File: config.mk
export PLATFORM = sky130hd
export DESIGN_NAME = buffer_reader
export DESIGN_NICKNAME = d
export VERILOG_FILES = /design/src/rtl/buffer_reader_pkg.sv /design/src/rtl/buffer_reader_sync_2ff.sv /design/src/rtl/buffer_reader.sv
export SDC_FILE = /design/constraint.sdc
export NUM_CORES = 1
export LEC_CHECK = 0
export ABC_AREA = 1
export BUFFER_PORTS_ARGS = -buffer_cell sky130_fd_sc_hd__buf_2
export CAP_MARGIN = 20
export CORE_ASPECT_RATIO = 1.5
export CORE_MARGIN = 3
export CORE_UTILIZATION = 40
export DETAILED_ROUTE_END_ITERATION = 10
export HOLD_SLACK_MARGIN = 0.05
export PLACE_DENSITY = 0.7
export REMOVE_ABC_BUFFERS = 1
export SYNTH_ARGS = -nofsm -noshare
export SYNTH_HDL_FRONTEND = slang
export SYNTH_SLANG_ARGS = --single-unit
File: constraint.sdc
create_clock -name readClock -period 1.7 [get_ports readClock]
set_input_delay 0.085 -clock readClock [delete_from_list [all_inputs] [get_ports readClock]]
set_output_delay 0.085 -clock readClock [all_outputs]
set_load 0.02 [all_outputs]
File: src/rtl/buffer_reader_pkg.sv
// Shared types and widths for the ping-pong buffer read-side drain engine.
package buffer_reader_pkg;

  typedef enum logic [1:0] {IDLE, STREAM, END, GUARD} readerState_t;

  localparam int HOST_WORD_W = 16;
  localparam int SAMPLE_W    = 10;
  localparam int PAD_W       = 5;

  function automatic logic [HOST_WORD_W-1:0] packWord(input logic ovf,
                                                      input logic [SAMPLE_W-1:0] sample);
    return {ovf, {PAD_W{1'b0}}, sample};
  endfunction

endpackage

File: src/rtl/buffer_reader_sync_2ff.sv
// Two-flop synchroniser for a single level signal crossing into the local clock.
module sync_2ff (
  input  logic clock,
  input  logic nReset,
  input  logic asyncIn,
  output logic syncOut
);

  logic meta;

  always_ff @(posedge clock or negedge nReset) begin
    if (!nReset) begin
      meta    <= 1'b0;
      syncOut <= 1'b0;
    end else begin
      meta    <= asyncIn;
      syncOut <= meta;
    end
  end

endmodule

File: src/rtl/buffer_reader.sv
// Drains one full ping-pong buffer per dataAvailable event into the host FIFO.
// Optional BUFFER_READER_TEST_PATTERN_EN adds testMode, replacing samples with a counter.
module buffer_reader
  import buffer_reader_pkg::*;
#(
  parameter int BURST_WORDS  = 8192,
  parameter int COUNT_W      = 14,
  parameter int GUARD_CYCLES = 2
) (
  input  logic                   readClock,
  input  logic                   nReset,
  input  logic                   transferEnable,
`ifdef BUFFER_READER_TEST_PATTERN_EN
  input  logic                   testMode,
`endif
  input  logic                   dataAvailable,
  input  logic                   bufferOverflow,
  input  logic [SAMPLE_W-1:0]    sampleIn,
  output logic                   isReading,
  input  logic                   hostReady,
  output logic                   hostWrite,
  output logic [HOST_WORD_W-1:0] hostData,
  output logic                   hostPacketEnd,
  output logic                   busy
);

  localparam int GUARD_W = (GUARD_CYCLES > 1) ? $clog2(GUARD_CYCLES) : 1;

  readerState_t        state, nextState;
  logic [COUNT_W-1:0]  reqCount, outCount;
  logic [GUARD_W-1:0]  guardCount;
  logic                inFlight, skidFull;
  logic [SAMPLE_W-1:0] skidData, wordSample;
  logic                ovfSync, startBurst, emitSkid, captureSkid;

  sync_2ff ovfSyncInst (
    .clock   (readClock),
    .nReset  (nReset),
    .asyncIn (bufferOverflow),
    .syncOut (ovfSync)
  );

`ifdef BUFFER_READER_TEST_PATTERN_EN
  logic [SAMPLE_W-1:0] patternCount;

  always_ff @(posedge readClock or negedge nReset) begin
    if (!nReset)         patternCount <= '0;
    else if (startBurst) patternCount <= '0;
    else if (hostWrite)  patternCount <= patternCount + 1'b1;
  end
`endif

  always_comb begin
    nextState     = state;
    isReading     = 1'b0;
    hostWrite     = 1'b0;
    hostPacketEnd = 1'b0;
    startBurst    = 1'b0;
    emitSkid      = 1'b0;
    captureSkid   = 1'b0;
    wordSample    = skidFull ? skidData : sampleIn;
`ifdef BUFFER_READER_TEST_PATTERN_EN
    if (testMode) wordSample = patternCount;
`endif
    case (state)
      IDLE: begin
        if (transferEnable && dataAvailable) begin
          startBurst = 1'b1;
          nextState  = STREAM;
        end
      end
      STREAM: begin
        // A pending skid word blocks new requests, so it never coexists with an in-flight one.
        emitSkid    = skidFull && hostReady;
        captureSkid = inFlight && !hostReady;
        isReading   = (reqCount != '0) && hostReady && !skidFull;
        hostWrite   = emitSkid || (inFlight && hostReady);
        if (hostWrite && outCount == COUNT_W'(1)) nextState = END;
      end
      END: begin
        hostPacketEnd = 1'b1;
        nextState     = GUARD;
      end
      GUARD: begin
        if (guardCount == GUARD_W'(GUARD_CYCLES - 1)) nextState = IDLE;
      end
      default: nextState = IDLE;
    endcase
    hostData = hostWrite ? packWord(ovfSync, wordSample) : '0;
  end

  assign busy = (state != IDLE);

  always_ff @(posedge readClock or negedge nReset) begin
    if (!nReset) begin
      state      <= IDLE;
      reqCount   <= '0;
      outCount   <= '0;
      guardCount <= '0;
      inFlight   <= 1'b0;
      skidFull   <= 1'b0;
      skidData   <= '0;
    end else begin
      state    <= nextState;
      inFlight <= isReading;
      if (startBurst) begin
        reqCount <= COUNT_W'(BURST_WORDS);
        outCount <= COUNT_W'(BURST_WORDS);
      end else begin
        if (isReading) reqCount <= reqCount - 1'b1;
        if (hostWrite && outCount != '0) outCount <= outCount - 1'b1;
      end
      if (captureSkid) begin
        skidFull <= 1'b1;
        skidData <= sampleIn;
      end else if (emitSkid) begin
        skidFull <= 1'b0;
      end
      if (state != GUARD) guardCount <= '0;
      else                guardCount <= guardCount + 1'b1;
    end
  end

endmodule
Word level (Yosys, flattened, before mapping)
Cells that the tools add are included.
{"block": "totals", "word_cells": 59, "out_inout_bits": 20, "input_bits": 16, "regBits": 45}
{"block": "op_classes", "eq_ne": 8, "n_mux": 20, "n_reduce_logical": 19, "n_addsub": 3}
{"cell": "$mux 14", "n": 4}
{"cell": "$reduce_bool 14->1", "n": 2}
{"cell": "$sub 14x1->14 const B", "n": 2}
{"cell": "$mux 16", "n": 1}
{"cell": "$eq 14x1->1 const B", "n": 1}
{"cell": "$mux 1", "n": 10}
{"cell": "$mux 10", "n": 1}
{"cell": "$logic_and 1x1->1", "n": 8}
{"cell": "$ne 2x2->1 const B", "n": 4}
{"cell": "$pmux 2 s4", "n": 1}
{"cell": "$reduce_bool 2->1", "n": 4}
{"cell": "$mux 2", "n": 3}
{"cell": "$eq 2x2->1 const B", "n": 2}
{"cell": "$reduce_and 3->1", "n": 1}
{"cell": "$eq 2x1->1 const B", "n": 1}
{"cell": "$logic_not 1->1", "n": 2}
{"cell": "$logic_not 2->1", "n": 1}
{"cell": "$add 1x1->1 const B", "n": 1}
{"cell": "$logic_or 1x1->1", "n": 1}

Longest topological paths before layout
Gate-level depths: netlist of run 1.
{"block": "depth", "depth_word": 6, "mapped_depth": 11, "ltp_nobuf": 10}

Modules after synthesis
A second synthesis of run 1 with hierarchy kept.
{"block": "unflattened", "cells_unflattened": 396, "hier_area_um2": 2726.4}
{"mod": "buffer_reader", "area_each_um2": 2676.3, "cells_per_inst": 394, "seq_area_each_um2": 1076.0, "instances": 1}
{"mod": "sync_2ff", "area_each_um2": 50.0, "cells_per_inst": 2, "seq_area_each_um2": 50.0, "instances": 1}

Least setup slack after synthesis of run 1
No wires, ideal clock.
{"block": "synth_timing", "path_kind": "register -> output", "from": "reg state[1]", "to": "out hostData[1]", "required_time_ns": 1.615, "t_arrival_ns": 1.566, "path_stages_with_launch": 8, "n_path_buf": 1, "path_slack_ns": 0.049, "cell_sequence": "dfrtp_1 inv_1 ha_1 nand2_1 a21oi_2 clkbuf_1 nand2_1 inv_1"}
{"block": "synth_between", "elab_chain_len": 3}
{"item": "from (decl)", "line_no": "buffer_reader.sv:29", "text": "readerState_t state, nextState;"}
{"item": "from (signal assigned)", "line_no": "buffer_reader.sv:104", "text": "state <= nextState;"}
{"item": "$eq 2x1->1", "line_no": "buffer_reader.sv:65", "text": "case (state)"}
{"item": "$mux 1", "line_no": "buffer_reader.sv:65"}
{"item": "net hostWrite", "line_no": "buffer_reader.sv:21", "text": "output logic hostWrite,"}
{"item": "$mux 16", "line_no": "buffer_reader.sv:89", "text": "hostData = hostWrite ? packWord(ovfSync, wordSample) : '0;"}
{"item": "to (decl)", "line_no": "buffer_reader.sv:22", "text": "output logic [HOST_WORD_W-1:0] hostData,"}
The timed path passes the listed nets, and every way through them passes these cells.

Final worst setup path of run 1
{"block": "layout_timing", "from": "reg state[1]", "to": "out hostData[9]"}
{"block": "layout_between", "elab_chain_len": 3}
{"item": "$eq 2x1->1", "line_no": "buffer_reader.sv:65"}
{"item": "$mux 1", "line_no": "buffer_reader.sv:65"}
{"item": "$mux 16", "line_no": "buffer_reader.sv:89"}
No other way between the ends.

==> results of run 1 <==
[sequential cells by signal (all words and copies together), names as in the netlist]
| signal | count |
|---|---|
| skidData | 10 |
| ovfSyncInst.syncOut | 1 |
| ovfSyncInst.meta | 1 |
| skidFull | 1 |
| inFlight | 1 |
| outCount | 14 |
| state | 2 |
| guardCount | 1 |
| reqCount | 14 |
[worst register-to-register path, stage by stage (launching register included)]
cell      delay (ns)
dfrtp_1         0.41
inv_2           0.09
buf_4           0.10
ha_1            0.20
nand3_2         0.20
nand2_4         0.20
clkinv_4        0.12
nand2_1         0.09
nand2_1         0.05
[metal layers]
| layer | routed length [µm] | vias to the layer above | share of wire | track usage |
|---|---|---|---|---|
| li1 | - | 1349 | - | - |
| met1 | 2670 | 1229 | 0.41 | 0.187 |
| met2 | 3530 | 52 | 0.54 | 0.327 |
| met3 | 210 | 13 | 0.032 | 0.0279 |
| met4 | 126 | 0 | 0.019 | 0.0570 |
| met5 | 0 | - | 0 | 0 |
[cells in the final DEF (no fill, tap or decap), types with 4 or more instances in the layout]
cell type	Yosys	final
buf_2	0	20
buf_4	5	20
buf_6	1	8
clkbuf_8	0	5
conb_1	1	5
dfrtp_1	45	44
dlygate4sd3_1	0	10
ha_1	7	5
inv_1	51	50
nand2_1	138	135
nand2_2	4	5
nand3_1	29	28
nand4_1	8	8
nor2_1	49	44
nor2_2	2	6
o21ai_0	28	28
o21ai_2	4	4
or2_2	4	4
xor2_1	10	10
[power groups by stage]
stage / Clock [µW] / Sequential, µW / Combinational [µW]
floorplan: 0 / 1810 / 2130
global placement: 0 / 1860 / 2690
detailed placement: 0 / 1880 / 2780
CTS: 712 / 1870 / 2950
global route: 755 / 1950 / 3510
finish: 689 / 1890 / 3040
[path summary, 6_finish.rpt]
kind                                                  from                       endpoint  slack [ns]  cells past startpoint
max in group asynchronous                           nReset        skidData[5]$_DFFE_PN0P_        0.71                      3
worst min register to register  ovfSyncInst.meta$_DFF_PN0_  ovfSyncInst.syncOut$_DFF_PN0_        0.37                      0
min in group asynchronous                           nReset        outCount[1]$_DFFE_PN0P_        0.37                      2
worst min-delay path                           sampleIn[6]        skidData[6]$_DFFE_PN0P_        0.06                      3
worst max-delay path                  state[1]$_DFFE_PN0P_                    hostData[9]        0.02                      8
worst max register to register        state[1]$_DFFE_PN0P_        reqCount[7]$_DFFE_PN0P_        0.13                      8
[metrics by stage]
step / area, µm² / cells / total power, µW
floorplan: 2720 / 393 / 3940
global placement: 3050 / 510 / 4560
detailed placement: 3050 / 510 / 4660
CTS: 3350 / 533 / 5520
global route: 3440 / 535 / 6210
finish: 3440 / 535 / 5620
[final cells by class]
cell class / instances / area (µm²)
Multi-Input combinational cell: 295 / 1470
Tap cell: 76 / 95.1
Timing Repair Buffer: 58 / 440
Fill cell: 626 / 3190
Clock inverter: 3 / 25.0
Clock buffer: 5 / 68.8
Inverter: 53 / 211
Sequential cell: 45 / 1130
[timing repair]
item                                   in CTS  in global routing
gates cloned                                1                  0
hold buffers                               10                  0
gates resized for setup                    19                 23
pin swaps                                   1                  1
setup endpoints to repair                  22                 33
endpoints found under the hold margin      38                  0
setup buffers                               4                  2
[cell families (layout without fill, tap and decap cells)]
group	Yosys count	after routing	share of synthesized area
adders and majority gates	7	7	0.0315
AOI/OAI and AO/OA	35	35	0.0724
DFF	45	45	0.405
xor gates and xnor gates	11	11	0.0346
buffers and inverters	66	119	0.100
and+or+nand+nor	237	237	0.355
other	1	5	0.00135
==> impl_results.md, run 1 <==
- Status: finished, final reports clean
- Chip width: 74.1 µm
- Seq pwr share: 0.337
- Area growth, synth to finish: 23.5%
- Final Net Count: 481
- Clock buffer depth: 2
- Least-Margin Pin Slew: 0.729 ns
- First-pass GRT wire length: 11,000 µm
- Via count: 2,643
- Combinational Power Share: 0.541
- Setup total negative slack: 0 ns
- Die ar.: 8010 µm²
- Worst setup EP type: output pin
- Core Area: 6620 µm²
- Drc violations: 0
- Yosys cell types: 26
- Final Hold Vio Count: 0
- Cell with the most instances after synthesis: nand2_1
- Post-Synthesis Cells: 402
- DRT iter0 DRCs: 154
- WP data required: 1.62 ns
- Worst path arrival time: 1.60 ns
- Critical path type: flop to output pin
- Min cycle time layout: 1.68 ns
- Layout cells sized above 1: 0.196
- Most frequent CP cell: buf_6
- Avg Cell Area, Syn: 6.92 µm²
- Worst setup SP type: flop
- Num Clock Sinks: 45
- Synthesis Warnings: 0
- Clk_skew: 0.00952 ns
- Cells along the critical path: inv_2, ha_4, nand2_4, a21oi_4, buf_6, nand2_1, inv_1, buf_6
- Initial antenna violation count: 0
- Gr ovfl total: 0
- Overall routing resource usage: 0.172
- Synth area leaders: dfrtp_1 40%, nand2_1 19%, inv_1 6.9%, nor2_1 6.6%, nand3_1 5.2%
- First-pass DRT Iterations: 4
- CTS Root Cell: clkbuf_8
- WHS: 0.0645 ns
- Starting Density: 0.420
- CP delay by family, top: buffers and inverters
- Pwr Density: 1640 nW/µm²
- H-tree levels: 2
- Pre-CTS WS: 0.0151 ns
- Post-synth top cells: 138 x nand2_1, 51 x inv_1, 49 x nor2_1, 45 x dfrtp_1, 29 x nand3_1
- Hold WC Path Type: primary input to flop
- Primary FF master, synth: dfrtp_1
- Vias per Instance: 4.94
- Post-layout util: 0.519
- Pleak: 0.00190 µW
- Vias in the first global route: 2,627
- CTS tree: yes
- # diodes: 0
- Peak fanout along the critical path: 7
- Worst skew pair latency: 0.30 ns
- Number of synthesized flops with an enable pin: 0
- Sw power: 2660 µW
- Yosys reg bits: 45
- RSZ-0062 raised after global routing: yes
- Crit-path max cell delay: 0.41 ns
- Sw Share: 0.473
- Pint: 2960 µW
- Post-synth top area cell: dfrtp_1
- Crit path max-delay cell type: dfrtp_1
- Yosys top cell area share: 0.405
- Ports: 36
- Fin worst setup slack: 0.0167 ns
- VDD IR max: 0.00107 V
- Avg WL per Cell: 12.2 µm
- TritonCTS Buffers: 5
- Slew Limit Fails: 0
- Die Height: 108 µm
- Setup violators final: 0
- Pin count of the biggest net entering global routing: 32
- Max cap viols: 0
- Final period utilization: 0.990
- Sequential element share of the synthesized area: 0.405
- Site Rows: 36
- Reg clk slew, reported paths: 0.10 ns
- Worst Path Buf+Inv: 4
- Port bufs: 30
- Gp weighted congestion: 0.873
- Total length of routed wires: 6540 µm
- Synthesized cell area: 2780 µm²
- Achievable Freq: 0.594 GHz
- Relative slew slack: 0.514
- Dpl hpwl: 4490 µm
- Antenna-violating nets left: 0
- Clock Power Share: 0.123
- Synth async-reset ratio: 1.00
Note: power is estimated with default switching activity, not from simulation.
==> inputs of run 2 (changes only) <==
--- a/config.mk
+++ b/config.mk
@@ -14,7 +14,7 @@
 export DETAILED_ROUTE_END_ITERATION = 10
 export HOLD_SLACK_MARGIN = 0.05
 export PLACE_DENSITY = 0.7
-export REMOVE_ABC_BUFFERS = 1
 export SYNTH_ARGS = -nofsm -noshare
 export SYNTH_HDL_FRONTEND = slang
+export SYNTH_HIERARCHICAL = 1
 export SYNTH_SLANG_ARGS = --single-unit
==> run 2 against run 1 <==
- via count down 3.3%
- fmax is 1.5% higher
- combinational power barely moved
- sequential share of layout area grew 1.5 points
- worst setup slack improved by 0.025 ns
- worst hold slack worse by 0.012 ns
- final cell count decreased by 2.2%
- non-clock buffer count shrank 7
- wire length fell by 6.7%
- first-iteration DRC count fell by 15%
- critical endpoint is now isReading
==> impl_results.md, run 2 <==
- Status: finished, final reports clean
- Hold path start: sampleIn[5]
- Worst R2R Setup Slack: 0.07 ns (-0.06 ns)
- Synth area leaders: dfrtp_1 41%, nand2_1 17%, inv_1 8.0%, nor2_1 6.9%, o21ai_0 5.5%
- Gr ovfl total: 0 (unchanged)
- WP data required: 1.62 ns (about the same)
- Max cap viols: 0 (unchanged)
- Hold WC Path Type: primary input to flop
- Worst skew pair latency: 0.30 ns (about the same)
- Post-synth top cells: 123 x nand2_1, 58 x inv_1, 50 x nor2_1, 45 x dfrtp_1, 30 x o21ai_0
- Commonest non-fill, non-tap cells in the layout: 122 x nand2_1, 53 x inv_1, 46 x nor2_1, 44 x dfrtp_1, 30 x o21ai_0
- Clock buffer depth: 2 (unchanged)
- Final period utilization: 0.975 (-0.0148)
- Reg clk slew, reported paths: 0.09 ns (about the same)
- Yosys reg bits: 45 (unchanged)
- Setup total negative slack: 0 ns (unchanged)
- Worst Hold End: skidData[5]$_DFFE_PN0P_
- Number of synthesized flops with an enable pin: 0 (unchanged)
- Pin count of the biggest net entering global routing: 46 (+44%)
- Cells along the critical path: inv_2, ha_4, nand3_2, nor2_2, nand2_1, nand2_1, inv_2, buf_2
- Yosys cell types: 25 (-3.8%)
- First-pass DRT Iterations: 4 (unchanged)
- Crit path max-delay cell type: dfrtp_1
- CTS tree: yes
- Largest registers: outCount (14), reqCount (14), skidData (10)
- Starting Density: 0.415 (-0.00568)
- Final Hold Vio Count: 0 (unchanged)
- Worst Path Buf+Inv: 3 (-1)
- Synthesized cell area: 2730 µm² (-2.0%)
- Achievable Freq: 0.603 GHz (+1.5%)
- H-tree levels: 2 (unchanged)
- Port bufs: 30 (unchanged)
- Yosys top cell area share: 0.413 (+0.00836)
- Min cycle time layout: 1.66 ns (-0.0251 ns)
- Primary FF master, synth: dfrtp_1
- Final Net Count: 469 (-2.5%)
- Avg Cell Area, Syn: 6.88 µm² (-0.54%)
- Crit-path max cell delay: 0.41 ns (about the same)
- RSZ-0062 raised after global routing: yes
- Antenna-violating nets left: 0 (unchanged)
- Final instance area: 3290 µm² (-4.3%)
- CTS Root Cell: clkbuf_8
- VDD IR max: 0.000751 V (-30%)
- Worst path arrival time: 1.57 ns (-0.03 ns)
- Placed cell area: 3010 µm² (-1.5%)
- Post-synth top area cell: dfrtp_1
- Overall routing resource usage: 0.159 (-0.0137)
- Dpl hpwl: 4360 µm (-3.0%)
- DRT iter0 DRCs: 131 (-15%)
- Synth async-reset ratio: 1.00 (unchanged)
- Ports: 36 (unchanged)
- Worst setup EP type: output pin
- First-pass GRT wire length: 9920 µm (-9.6%)
- Via count: 2,555 (-3.3%)
- Critical path type: flop to output pin
- Die Height: 107 µm (-0.96%)
- Avg WL per Cell: 11.7 µm (-4.6%)
- Cell with the most instances after synthesis: nand2_1
- Pwr Density: 1730 nW/µm² (+6.0%)
- Die ar.: 7860 µm² (-1.9%)
- Vias in the first global route: 2,334 (-11%)
- TritonCTS Buffers: 5 (unchanged)
- Clk_skew: 0.00726 ns (-0.00226 ns)
- Gp weighted congestion: 0.861 (-1.4%)
- Worst reg-to-reg path cell count: 9 (+1)
- Commonest non-fill, non-tap cell in the layout: nand2_1
- Area growth, synth to finish: 20.7%
- Worst setup SP type: flop
- Drc violations: 0 (unchanged)
- Post-layout util: 0.500 (-0.0187)
- Core Area: 6580 µm² (-0.68%)
- Worst r2r src: state[1]$_DFFE_PN0P_
- WHS: 0.0527 ns (-0.0118 ns)
- Peak fanout along the critical path: 6 (-1)
- Total power: 5700 µW (+1.5%)
- Site Rows: 36 (unchanged)
- Hold Path Depth: 3 (unchanged)
- Pleak: 0.00188 µW (-0.89%)
- # diodes: 0 (unchanged)
- Total length of routed wires: 6100 µm (-6.7%)
- Synthesis Warnings: 6 (+6)
- Chip width: 73.4 µm (-0.93%)
- Num Clock Sinks: 45 (unchanged)
- Vias per Instance: 4.89 (-1.1%)
- Post-Synthesis Cells: 396 (-1.5%)
- CP delay by family, top: flip-flops
- Layout cells sized above 1: 0.195 (-0.00145)
- RR Endpoint: reqCount[0]$_DFFE_PN0P_
- Sequential element share of the synthesized area: 0.413 (+0.00836)
- Fillcell total: 646 (+3.2%)
- Slew Limit Fails: 0 (unchanged)
- Initial antenna violation count: 0 (unchanged)
- Setup violators final: 0 (unchanged)
run 2: changes by cell type after synthesis, moves of 2 or more:
cell | previous run | this run
inv_2 | 1 | 3
o21ai_2 | 4 | 0
nand4_1 | 8 | 11
nand2_1 | 138 | 123
nor3_1 | 0 | 2
o21ai_0 | 28 | 30
inv_1 | 51 | 58
o21ai_1 | 0 | 5
nand3_1 | 29 | 24
run 2: layer usage:
| layer | up-vias | GRT usage | part of all wire |
|---|---|---|---|
| met3 | 9 | 0.0263 | 0.043 |
| met1 | 1184 | 0.182 | 0.42 |
| met2 | 52 | 0.289 | 0.52 |
| met5 | - | 0 | 0 |
| li1 | 1310 | - | - |
| met4 | 0 | 0.0557 | 0.016 |
run 2: through the flow:
step | cells | setup slack, ns
3_5_place_dp | 504 | 0.0542
3_3_place_gp | 504 | 0.138
2_1_floorplan | 400 | 0.178
6_report | 523 | 0.0418
5_1_grt | 523 | -0.0419
4_1_cts | 520 | 0.00428
run 2: cell type report:
cell class | count | area, µm² | area share
inverters | 62 | 238 | 0.0723
flip-flops and latches | 45 | 1130 | 0.343
clock inverters | 2 | 13.8 | 0.00418
multi-input cells | 280 | 1370 | 0.416
repair inverters | 1 | 6.26 | 0.00190
well taps | 76 | 95.1 | 0.0289
repair buffers | 51 | 358 | 0.109
clock buffers | 6 | 82.6 | 0.0251
run 2: report_power, final:
group	switching, µW	internal, µW	leakage, µW	total, µW
clock	373	330	0.0000512	702
sequential	419	1510	0.000583	1930
combinational	1860	1210	0.00125	3070
run 2: timing repair:
action	CTS	global route
hold buffers	4	0
pin swaps	3	3
gates resized for setup	14	22
cloned	1	1
buffers inserted	3	2
endpoints found under the hold margin	48	0
endpoints found under the setup margin	13	34
run 2: worst min-delay path: stages:
cell,delay (ns)
buf_2,0.10
inv_1,0.05
o21ai_0,0.08
run 2: cells by family after synthesis:
family / count (synthesis) / share of synthesized area
simple gates: 221 / 0.338
buf+inv: 75 / 0.114
flops: 45 / 0.413
compound gates: 37 / 0.0688
xor+xnor: 10 / 0.0321
fa+ha+maj: 7 / 0.0321
other cells: 1 / 0.00138
run 2: how the worst max path moves through the flow:
stage | startpoint | end | slack (ns) | cells past startpoint
floorplan | reqCount[0]$_DFFE_PN0P_ | reqCount[0]$_DFFE_PN0P_ | 0.18 | 9
global placement | reqCount[0]$_DFFE_PN0P_ | reqCount[0]$_DFFE_PN0P_ | 0.14 | 10
detailed placement | reqCount[0]$_DFFE_PN0P_ | reqCount[1]$_DFFE_PN0P_ | 0.05 | 10
CTS | reqCount[0]$_DFFE_PN0P_ | isReading | 0.004 | 8
global route | state[1]$_DFFE_PN0P_ | isReading | -0.04 | 7
finish | reqCount[0]$_DFFE_PN0P_ | isReading | 0.04 | 8
